==> config.mk <==
export PLATFORM = sky130hd
export DESIGN_NAME = lc3_execute
export DESIGN_NICKNAME = d
export VERILOG_FILES = /design/src/rtl/lc3_exec_pkg.sv /design/src/rtl/lc3_exec_alu.sv /design/src/rtl/lc3_execute.sv
export SDC_FILE = /design/constraint.sdc
export NUM_CORES = 1
export LEC_CHECK = 0
export CORE_UTILIZATION = 32
export CTS_CLUSTER_DIAMETER = 150
export DETAILED_ROUTE_END_ITERATION = 8
export GPL_TIMING_DRIVEN = 0
export PLACE_DENSITY = 0.59
export SLEW_MARGIN = 20
export SYNTH_ARGS = -nofsm -noshare
export SYNTH_HDL_FRONTEND = slang
export SYNTH_HIERARCHICAL = 1
export SYNTH_SLANG_ARGS = --single-unit
==> constraint.sdc <==
create_clock -name clock -period 2.65 [get_ports clock]
set_input_delay 0.265 -clock clock [delete_from_list [all_inputs] [get_ports clock]]
set_output_delay 0.265 -clock clock [all_outputs]
set_load 0.005 [all_outputs]
==> src/rtl/lc3_exec_pkg.sv <==
// Shared types, opcodes and helpers for the LC3 execute stage.
package lc3_exec_pkg;

  localparam int unsigned DW  = 16;
  localparam int unsigned RW  = 3;
  localparam int unsigned OPW = 4;

  localparam logic [OPW-1:0] OP_BR  = 4'b0000;
  localparam logic [OPW-1:0] OP_ADD = 4'b0001;
  localparam logic [OPW-1:0] OP_LD  = 4'b0010;
  localparam logic [OPW-1:0] OP_ST  = 4'b0011;
  localparam logic [OPW-1:0] OP_AND = 4'b0101;
  localparam logic [OPW-1:0] OP_LDR = 4'b0110;
  localparam logic [OPW-1:0] OP_STR = 4'b0111;
  localparam logic [OPW-1:0] OP_NOT = 4'b1001;
  localparam logic [OPW-1:0] OP_LDI = 4'b1010;
  localparam logic [OPW-1:0] OP_STI = 4'b1011;
  localparam logic [OPW-1:0] OP_JMP = 4'b1100;
  localparam logic [OPW-1:0] OP_LEA = 4'b1110;

  // E_control field positions
  localparam int unsigned EC_ALU_LSB    = 4;
  localparam int unsigned EC_PCSEL1_LSB = 2;
  localparam int unsigned EC_PCSEL2     = 1;
  localparam int unsigned EC_OP2SEL     = 0;

  typedef enum logic [1:0] {
    ALU_ADD  = 2'b00,
    ALU_AND  = 2'b01,
    ALU_NOT  = 2'b10,
    ALU_PASS = 2'b11
  } alu_op_e;

  // Pipeline register payload handed to memaccess/writeback
  typedef struct packed {
    logic [DW-1:0] aluout;
    logic [DW-1:0] pcout;
    logic [RW-1:0] dr;
    logic [DW-1:0] ir;
    logic [2:0]    nzp;
    logic [1:0]    w_control;
    logic          mem_control;
    logic [DW-1:0] m_data;
  } exec_out_t;

  function automatic logic [DW-1:0] sext5(input logic [4:0] v);
    return {{(DW-5){v[4]}}, v};
  endfunction

  function automatic logic [DW-1:0] sext6(input logic [5:0] v);
    return {{(DW-6){v[5]}}, v};
  endfunction

  function automatic logic [DW-1:0] sext9(input logic [8:0] v);
    return {{(DW-9){v[8]}}, v};
  endfunction

  function automatic logic [DW-1:0] sext11(input logic [10:0] v);
    return {{(DW-11){v[10]}}, v};
  endfunction

endpackage

==> src/rtl/lc3_exec_alu.sv <==
// Combinational LC3 ALU: ADD, AND, NOT and pass-through of operand a.
module lc3_exec_alu
  import lc3_exec_pkg::*;
(
  input  logic [DW-1:0] a_i,
  input  logic [DW-1:0] b_i,
  input  alu_op_e       op_i,
  output logic [DW-1:0] result_c
);

  always_comb begin
    result_c = '0;
    case (op_i)
      ALU_ADD:  result_c = a_i + b_i;
      ALU_AND:  result_c = a_i & b_i;
      ALU_NOT:  result_c = ~a_i;
      ALU_PASS: result_c = a_i;
      default:  result_c = '0;
    endcase
  end

endmodule

==> src/rtl/lc3_execute.sv <==
// LC3 execute stage: operand bypass, ALU, effective address and the
// pipeline register feeding memaccess/writeback.
module lc3_execute
  import lc3_exec_pkg::*;
(
  input  logic          clock,
  input  logic          reset,
  input  logic          enable_execute,
  input  logic [DW-1:0] IR,
  input  logic [DW-1:0] npc_in,
  input  logic [5:0]    E_control,
  input  logic [1:0]    W_control_in,
  input  logic          Mem_control_in,
  input  logic [DW-1:0] VSR1,
  input  logic [DW-1:0] VSR2,
  input  logic          bypass_alu_1,
  input  logic          bypass_alu_2,
  input  logic          bypass_mem_1,
  input  logic          bypass_mem_2,
  input  logic [DW-1:0] Mem_bypass_val,
  output logic [DW-1:0] aluout,
  output logic [DW-1:0] pcout,
  output logic [RW-1:0] dr,
  output logic [RW-1:0] sr1,
  output logic [RW-1:0] sr2,
  output logic [DW-1:0] IR_Exec,
  output logic [2:0]    NZP,
  output logic [1:0]    W_control_out,
  output logic          Mem_control_out,
  output logic [DW-1:0] M_Data
);

  exec_out_t      exec_q, exec_d;
  logic [OPW-1:0] opcode;
  logic [DW-1:0]  op1, op2, alu_b, alu_res;
  logic [DW-1:0]  addr_base, addr_off, addr_sum;
  logic [RW-1:0]  dr_nxt;
  logic [2:0]     nzp_nxt;

  assign opcode = IR[15:12];

  // Source indexes go straight to the regfile; stores read the data reg via sr2
  always_comb begin
    sr1 = IR[8:6];
    sr2 = IR[2:0];
    if (opcode == OP_ST || opcode == OP_STR || opcode == OP_STI) begin
      sr2 = IR[11:9];
    end
  end

  // Forwarding: the registered ALU result has priority over the memory value
  always_comb begin
    op1 = VSR1;
    op2 = VSR2;
    if (bypass_alu_1)      op1 = exec_q.aluout;
    else if (bypass_mem_1) op1 = Mem_bypass_val;
    if (bypass_alu_2)      op2 = exec_q.aluout;
    else if (bypass_mem_2) op2 = Mem_bypass_val;
    alu_b = E_control[EC_OP2SEL] ? op2 : sext5(IR[4:0]);
  end

  lc3_exec_alu u_alu (
    .a_i      (op1),
    .b_i      (alu_b),
    .op_i     (alu_op_e'(E_control[EC_ALU_LSB +: 2])),
    .result_c (alu_res)
  );

  always_comb begin
    addr_off = '0;
    case (E_control[EC_PCSEL1_LSB +: 2])
      2'b00:   addr_off = sext11(IR[10:0]);
      2'b01:   addr_off = sext9(IR[8:0]);
      2'b10:   addr_off = sext6(IR[5:0]);
      default: addr_off = '0;
    endcase
    addr_base = E_control[EC_PCSEL2] ? npc_in : op1;
    addr_sum  = addr_base + addr_off;
  end

  always_comb begin
    dr_nxt  = '0;
    nzp_nxt = '0;
    case (opcode)
      OP_ADD, OP_AND, OP_NOT, OP_LD, OP_LDR, OP_LDI, OP_LEA: dr_nxt = IR[11:9];
      default: dr_nxt = '0;
    endcase
    case (opcode)
      OP_BR:   nzp_nxt = IR[11:9];
      OP_JMP:  nzp_nxt = 3'b111;
      default: nzp_nxt = '0;
    endcase
  end

  always_comb begin
    exec_d = exec_q;
    if (enable_execute) begin
      exec_d.aluout      = (opcode == OP_LEA) ? addr_sum : alu_res;
      exec_d.pcout       = addr_sum;
      exec_d.dr          = dr_nxt;
      exec_d.ir          = IR;
      exec_d.nzp         = nzp_nxt;
      exec_d.w_control   = W_control_in;
      exec_d.mem_control = Mem_control_in;
      exec_d.m_data      = op2;
    end
  end

  always_ff @(posedge clock or negedge reset) begin
    if (!reset) exec_q <= '0;
    else        exec_q <= exec_d;
  end

  assign aluout          = exec_q.aluout;
  assign pcout           = exec_q.pcout;
  assign dr              = exec_q.dr;
  assign IR_Exec         = exec_q.ir;
  assign NZP             = exec_q.nzp;
  assign W_control_out   = exec_q.w_control;
  assign Mem_control_out = exec_q.mem_control;
  assign M_Data          = exec_q.m_data;

endmodule

# == Word level (Yosys, flattened, before mapping) ==
# Cells that the tools add are included.
# op_classes
shift,0
multipliers,0
bitwise_logic,2
div,0
eq_ne,16
muxes,12
reduce_logical,6
addsub,2
n_lt_le_gt_ge,0
# op_table
cell,n
16-bit two-way mux,7
16-bit one-hot mux with 4 select lines,1
16-bit one-hot mux with 3 select lines,1
16-bit adder,2
"4-bit == test, second input constant",5
16-bit bitwise AND,1
16-bit inverter,1
"4-bit by 3-bit == test with 1-bit output, second input constant",3
"4-bit by 2-bit == test with 1-bit output, second input constant",2
7-bit OR reduction,1
"2-bit == test, second input constant",3
3-bit two-way mux,2
3-bit one-hot mux with 2 select lines,1
"2-bit by 1-bit == test with 1-bit output, second input constant",2
"4-bit by 1-bit == test with 1-bit output, second input constant",1
2-bit logical NOT,2
4-bit logical NOT,1
1-bit logical OR,2
# totals
latchBits,0
output_inout_bits,79
memories,0
word_cells,46
reg_bits,73
inputBits,96
rom_bits,0
mem_bits_rw,0

# == Logic depth before layout (Yosys ltp) ==
# logic_depth
ltp_word,6
ltp_mapped,17
mapped_depth_nobuf,14

# == Cells and area by module ==
# The synthesis kept the hierarchy.
# by_module_without_submodules
module,instances,area_per_inst_um2,cells_each
lc3_execute,1,4840.9,532
lc3_exec_alu,1,1199.9,175

# == Worst setup path before layout ==
# No wires, ideal clock.
# synth_path
path_type,input to register
from,input port bypass_mem_1
to,register exec_q (netlist bit pcout[12])
t_arrival_ps,3094
required_time_ps,2525
setup_time_ps,125
path_buffers,2
path_stages,14
setup_slack_ps,-569
cell_sequence,buf_4 -> buf_2 -> mux2i_1 -> o21ai_0 -> mux2_2 -> ha_1 -> inv_1 -> fa_1 -> or2b_1 -> a21oi_1 -> o21ai_1 -> o31ai_2 -> xor2_1 -> mux2_2
# synth_via
elab_chain_len,4
# synth_rtl
item,line_no,source
"start, declared",lc3_execute.sv:18,"input logic bypass_mem_1,"
16-bit two-way mux,lc3_execute.sv:56,else if (bypass_mem_1) op1 = Mem_bypass_val;
16-bit two-way mux,lc3_execute.sv:55,if (bypass_alu_1) op1 = exec_q.aluout;
named net op1[0],lc3_execute.sv:35,"logic [DW-1:0] op1, op2, alu_b, alu_res;"
16-bit two-way mux,lc3_execute.sv:77,addr_base = E_control[EC_PCSEL2] ? npc_in : op1;
16-bit adder,lc3_execute.sv:78,addr_sum = addr_base + addr_off;
"end signal, assigned",lc3_execute.sv:110,if (!reset) exec_q <= '0;
"end signal, assigned",lc3_execute.sv:111,else exec_q <= exec_d;
"end, declared",lc3_execute.sv:33,"exec_out_t exec_q, exec_d;"
# The timed path passes the listed nets, and every way through them passes these cells.
# A chain may end at the register's enable or synchronous reset.

# == Worst setup path after layout ==
# layout_path
from,input port Mem_bypass_val[14]
to,register exec_q (netlist bit aluout[15])
# layout_via
elab_chain_len,6
elab_cells_between_ends,10
cone_classes,2 x add/sub; 8 x mux
# layout_rtl
item,line_no,source
"start, declared",lc3_execute.sv:20,"input logic [DW-1:0] Mem_bypass_val,"
16-bit two-way mux,lc3_execute.sv:58,else if (bypass_mem_2) op2 = Mem_bypass_val;
16-bit two-way mux,lc3_execute.sv:57,if (bypass_alu_2) op2 = exec_q.aluout;
16-bit two-way mux,lc3_execute.sv:59,alu_b = E_control[EC_OP2SEL] ? op2 : sext5(IR[4:0]);
named net alu_b[14],lc3_execute.sv:35,
16-bit adder,lc3_exec_alu.sv:14,ALU_ADD: result_c = a_i + b_i;
16-bit one-hot mux with 4 select lines,lc3_exec_alu.sv:13,case (op_i)
named net alu_res[15],lc3_execute.sv:35,
16-bit two-way mux,lc3_execute.sv:98,exec_d.aluout = (opcode == OP_LEA) ? addr_sum : alu_res;
# The timed path passes the listed nets, and every way through them passes these cells.

==> impl_metrics.tcl <==
set metrics [dict create \
    firstDrtPassIters 5 \
    r2r_start "aluout[0]" \
    synth_xor_area_frac 0.0406 \
    ys_types 52 \
    async_flop_share 1.00 \
    htree_levels 3 \
    reg2regPathDepth 12 \
    layout.cells.most_common "clkdlybuf4s50_1" \
    fp.dieArea_sq_mm 0.0194 \
    syn_to_final_growth_pct 60.5 \
    grt_pass1_wl_um 34000 \
    max-vdd-ir-drop_v 0.000398 \
    routedWlPerCell_um 19.1 \
    cp_max_fo 3 \
    powerDensity_mw_per_mm2 597 \
    grt_util_all_layers 0.225 \
    cts_tree "done" \
    final_cell_mix "clkdlybuf4s50_1 (148), nand2_1 (102), dfrtp_1 (65)" \
    worst_pin_slew_ns 0.762 \
    ant_nets 0 \
    viasPerCell 5.27 \
    overflow 0 \
    syn_avg_cell_area_sq_um 8.54 \
    synth_top_family_by_area "multiplexers" \
    route.vias.total 6206 \
    multi_input_area_sq_mm 0.00467 \
    yosys.area_share.adder 0.0696 \
    crit_type "in -> reg" \
    clock-sinks 73 \
    hold_path_class "in -> async" \
    clk_pin_slew_ns 0.07 \
    layout_setup_ws_ns -0.0353 \
    synth_edf_count 0 \
    yosysWarnings 6 \
    slew_headroom 0.492 \
    coreArea_sq_mm 0.0182 \
    synth-simple-area-share 0.152 \
    leakagePower_nw 4.10 \
    clock_latency_ns 0.36 \
    dieWidth_um 139 \
    fin_cells 1178 \
    drt-initial-drc-count 410 \
    start_util 0.332 \
    p_total_mw 5.79 \
    required_ns 2.88 \
    end_kind "flop" \
    fin_crit_ns 2.69 \
    final_max_slew_viol_count 0 \
    tns_ns -0.0914 \
    finalWeightedCongestion 0.877 \
    antenna_found_initial 2 \
    violations "negative setup slack" \
    status "complete, but fails checks" \
    synth_seq_area_share 0.302 \
    finalHoldViolCount 0 \
    port_buffers 168 \
    finalCritPeriodShare 1.01 \
    finalSetupViolations 3 \
    io_pins 175 \
    layout.nets 1072 \
    post-dp-hpwl_um 16600 \
    grt_setup_unrepaired "yes" \
    synthMuxAreaShare 0.206 \
    grt_max_degree 53 \
    drive_gt1_frac 0.307 \
    r2r_end "pcout[12]" \
    dp_cells 1105 \
    syn-num-nets 836 \
    max_cap_viol_count 0 \
    fillers 1661 \
    synth-compound-area-share 0.179 \
    final_util 0.533 \
    grt_pass1_vias 6141 \
    root_buffer "clkbuf_16" \
    synth-seq-cells 73 \
    drc 0 \
    wl_um 22500 \
    cts_buffers 9 \
    start_kind "input pin" \
    synthCells 707 \
    r2r_setup_slack_ns -0.03 \
    die_h_um 139 \
    synth_area_sq_mm 0.00604 \
    cp.arrival_ns 2.92 \
    core.rowCount 49 \
    clockBufferDepth 2 \
    yosys_most_used_dff "dfrtp_1" \
    seq_area_sq_mm 0.00184 \
    skew_ns 0.00762 \
    fmax_mhz 372 \
]
## cells by family (layout without fill, tap and decap cells)
| group | count (synthesis) | after routing |
|---|---|---|
| multiplexers | 116 | 116 |
| flip-flops | 73 | 73 |
| adder cells (fa/ha/maj) | 33 | 33 |
| buffers and inverters | 70 | 311 |
| AO/OA/AOI/OAI | 181 | 181 |
| XOR/XNOR | 28 | 28 |
| other | 0 | 1 |
| AND/OR/NAND/NOR | 206 | 206 |
## cells in the mapped netlist, drive strengths merged (2+ instances only)
| cell type | count | area share |
|---|---|---|
| a211oi | 2 | 0.0025 |
| a21o | 6 | 0.0075 |
| a21oi | 52 | 0.043 |
| a31oi | 12 | 0.015 |
| and2 | 8 | 0.0083 |
| buf | 14 | 0.013 |
| clkbuf | 33 | 0.022 |
| dfrtp | 73 | 0.30 |
| ha | 32 | 0.066 |
| inv | 23 | 0.014 |
| mux2 | 68 | 0.13 |
| mux2i | 48 | 0.080 |
| nand2 | 115 | 0.071 |
| nand2b | 6 | 0.0062 |
| nand3 | 10 | 0.0091 |
| nand4 | 8 | 0.0083 |
| nand4b | 4 | 0.0058 |
| nor2 | 36 | 0.022 |
| nor2b | 8 | 0.0083 |
| nor3b | 2 | 0.0025 |
| o211ai | 9 | 0.011 |
| o21a | 5 | 0.0062 |
| o21ai | 68 | 0.056 |
| o21bai | 3 | 0.0037 |
| o221ai | 7 | 0.010 |
| o22ai | 6 | 0.0062 |
| o31a | 4 | 0.0058 |
| or3 | 3 | 0.0031 |
| or4 | 2 | 0.0025 |
| xnor2 | 15 | 0.022 |
| xor2 | 13 | 0.019 |
## critical path: stages
cell and delay [ns]:
clkdlybuf4s50_1 0.44, mux2i_2 0.22, o21ai_2 0.12, nand2_1 0.08, nand2_1 0.09, ha_4 0.29
nand2_1 0.10, or3_4 0.40, o21ai_2 0.13, xnor2_1 0.15, o221ai_1 0.16, nand3_1 0.09
o21ai_1 0.08, or3_1 0.31
## worst max path at each step
stage                             from         end  slack [ns]  cells past startpoint
floorplan                 bypass_mem_1   pcout[12]       -0.13                     14
finish              Mem_bypass_val[14]  aluout[15]       -0.04                     14
CTS                          aluout[9]  aluout[15]       -0.02                     14
detailed placement        bypass_alu_1   pcout[12]       -1.16                     12
global placement                 reset   M_Data[1]       -1.55                      1
global route                 aluout[8]  aluout[15]       -0.18                     13
## repair_timing
item,in CTS,in global routing
cloned,0,0
pin swaps,31,59
setup buffers,41,18
endpoints found under the setup margin,26,17
hold endpoints to repair,21,0
gates resized for setup,109,116
hold buffers,1,0
## routing by layer
metal  share of wire  global-route usage
met1            0.45               0.293
met2            0.46               0.364
met3           0.081              0.0671
met4           0.012              0.0520
met5         0.00058                   0
## stage by stage
stage | hold WS [ns] | area (sq um) | worst slack (ns)
6_report | 0.353 | 9700 | -0.0353
5_1_grt | 0.377 | 9700 | -0.176
4_1_cts | 0.359 | 9140 | -0.0248
3_5_place_dp | 0.197 | 8180 | -1.16
3_3_place_gp | 0.488 | 8160 | -1.55
2_1_floorplan | -0.0306 | 6190 | -0.133
## report_power, final
part | switching (mW) | internal, mW
registers | 0.171 | 1.34
clock network | 0.564 | 0.768
logic | 1.35 | 1.60
total | 2.08 | 3.71
## state kept, by name (all words and copies together) (netlist names)
signal,flops
IR_Exec,16
M_Data,16
aluout,16
pcout,16
NZP,3
dr,3
W_control_out,2
Mem_control_out,1
## layout make-up
class / count / share of cell area
diodes: 1 / 0.000258
plain buffers: 45 / 0.0348
clock buffers: 10 / 0.0246
clock inverters: 6 / 0.00748
inverters: 23 / 0.00890
multi-input cells: 564 / 0.482
flip-flops and latches: 73 / 0.189
well taps: 229 / 0.0295
repair buffers: 227 / 0.223
Power figures use the tool's default switching activity.
==> patch (config.mk and constraints unchanged) <==
Put a register stage on the output `M_Data`, with the module's reset. The value now appears one clock later. The other outputs are not delayed to match.
--- a/src/rtl/lc3_execute.sv
+++ b/src/rtl/lc3_execute.sv
@@ -118,7 +118,13 @@
   assign NZP             = exec_q.nzp;
   assign W_control_out   = exec_q.w_control;
   assign Mem_control_out = exec_q.mem_control;
-  assign M_Data          = exec_q.m_data;
+  always_ff @(posedge clock or negedge reset) begin
+    if (!reset) begin
+      M_Data <= '0;
+    end else begin
+      M_Data <= exec_q.m_data;
+    end
+  end
 
 endmodule
 
Check against the original RTL: not equivalent (a bounded check fails within 4 cycles, from zero or initial values and one cycle with reset low).
==> patch against the original RTL <==
  * Sequential cell count up 16
  * Largest cell class unchanged
  * Sequential power rose by 19%
  * Routed wire length decreased by 2.7%
  * Area after synthesis increased by 12%
  * Worst setup slack better by 44 ps
  * Total power increased by 5.6%
  * Core utilization is 4.4 points lower
  * Critical path type is now reg -> reg
  * Largest power group unchanged
  * Design area rose by 3.2%
==> patch: results (changes against the original RTL) <==
* Status: finished clean
* Initial DRC Count at 338 (-18%)
* Startpoint types: flop
* Hold Slack at 374.2 ps (+21.01 ps)
* Largest cells by area after synthesis: dfrtp_1 33%, mux2_2 11%, mux2i_1 8.1%
* Post-CTS Setup Bufs at 23 (-44%)
* Mapped Nets at 889 (+6.3%)
* R2r setup slk at 9 ps (+40 ps)
* Asr flop ratio synth at 1.000 (unchanged)
* First-pass DRT Iterations at 5 (unchanged)
* Fraction of power spent switching nets at 0.3419 (-0.01751)
* CP max FO at 5 (+2)
* CP endpoint kind: flop
* First-pass GRT wire length at 33,910 µm (-0.18%)
* Post-DP Area at 0.008951 mm² (+9.4%)
* Worst r2r src: aluout[3]
* DRC viols at 0 (unchanged)
* Cell variety after synth at 54 (+3.8%)
* Final wirelength at 21,860 µm (-2.7%)
* Tcrit/Tclk final at 0.9967 (-0.01662)
* Synth warnings at 6 (unchanged)
* Clk_skew at 9.786 ps (+2.168 ps)
* Post-synth top cells: 101 x nand2_1, 89 x dfrtp_1, 64 x mux2_2
* Inst Count DP at 1,199 (+8.5%)
* Port bufs at 168 (unchanged)
* Slew of the pin with the lowest slew margin at 740.9 ps (-21.20 ps)
* Fin nets at 1,104 (+3.0%)
* Hold crit path type: reg -> reg
* Detailed placer's ending HPWL at 16,960 µm (+2.1%)
* Initial antenna violation count at 0 (-2)
* Max VDD drop at 307.3 µV (-23%)
* Proportion of layout cells with a drive suffix above 1 at 0.2969 (-0.01002)
* Vias in the first global route at 6,110 (-0.50%)
* ANT cells at 0 (-1)
* Avg Synthesized Cell Area at 8.928 µm² (+4.5%)
* Crit path arrival time at 2860 ps (-60 ps)
* Pin count of the biggest net entering global routing at 46 (-13%)
* CTS resizes at 73 (-33%)
* Worst-Skew Late Latency at 350 ps
* Post-route insts no fill at 1,250 (+6.1%)
* R2r endpoint: aluout[13]
* Seq/Total Area, Yosys at 0.3282 (+0.02583)
* LEAKAGE at 4.324 nW (+5.6%)
* Global placer's final weighted congestion at 0.8789 (+0.23%)
* Total track usage at 0.2012 (-0.02373)
* Vias per inst at 4.938 (-6.3%)
* Hold buffer count at CTS at 1 (unchanged)
* Dpl ws at -1028 ps (+132.9 ps)
## patch: cell types whose count changed after synthesis, moves of 6 or more
cell,before,now
dfrtp_1,73,89
nand2_1,115,101
mux2i_1,48,55
buf_4,4,61
a31oi_1,11,3
clkbuf_1,31,24
o221ai_1,7,13
inv_1,23,30
## patch: layout make-up
type / instances / area, µm²
sequential: 89 / 2231
multi-input combinational: 543 / 4300
fill: 1958 / 10490
clock inverter: 7 / 87.58
tap: 270 / 337.8
clock buffer: 9 / 225.2
buffer: 97 / 721.9
timing repair buffer: 204 / 1984
inverter: 31 / 116.4
## patch: metal layers
metal	global-route usage	share of wire	vias up
li1	-	-	3047
met1	0.2753	0.47	2934
met2	0.3236	0.46	177
met3	0.04414	0.067	15
met4	0.04381	0.011	0
met5	0	0	-
## patch: cells by family (layout without fill, tap and decap cells)
family	count (synthesis)	in the layout	share of synthesized area
DFF	89	89	0.3282
xor gates and xnor gates	28	28	0.03614
and+or+nand+nor	184	184	0.1182
muxes	119	119	0.1874
buffers and inverters	128	348	0.1079
adders and majority gates	33	33	0.06196
AOI/OAI and AO/OA	179	179	0.1602
## patch: power by group through the flow
stage / Combinational, W / Clock (W) / Sequential (W)
final: 0.00294 / 0.00137 / 0.00181
after global routing: 0.00318 / 0.00147 / 0.00185
after CTS: 0.00275 / 0.00141 / 0.00181
after detailed placement: 0.00255 / 0 / 0.00184
after global placement: 0.00255 / 0 / 0.00183
after floorplan: 0.00155 / 0 / 0.00178
## patch: worst max-delay path: stages, from the launching register on
cell,delay [ps]
dfrtp_2,460
nand2_2,110
o21ai_4,70
mux2_4,270
ha_4,290
nand3_2,80
o211a_1,240
or4_4,430
nand3_2,100
xnor2_2,120
o221ai_2,120
nand3_1,90
o221ai_1,120
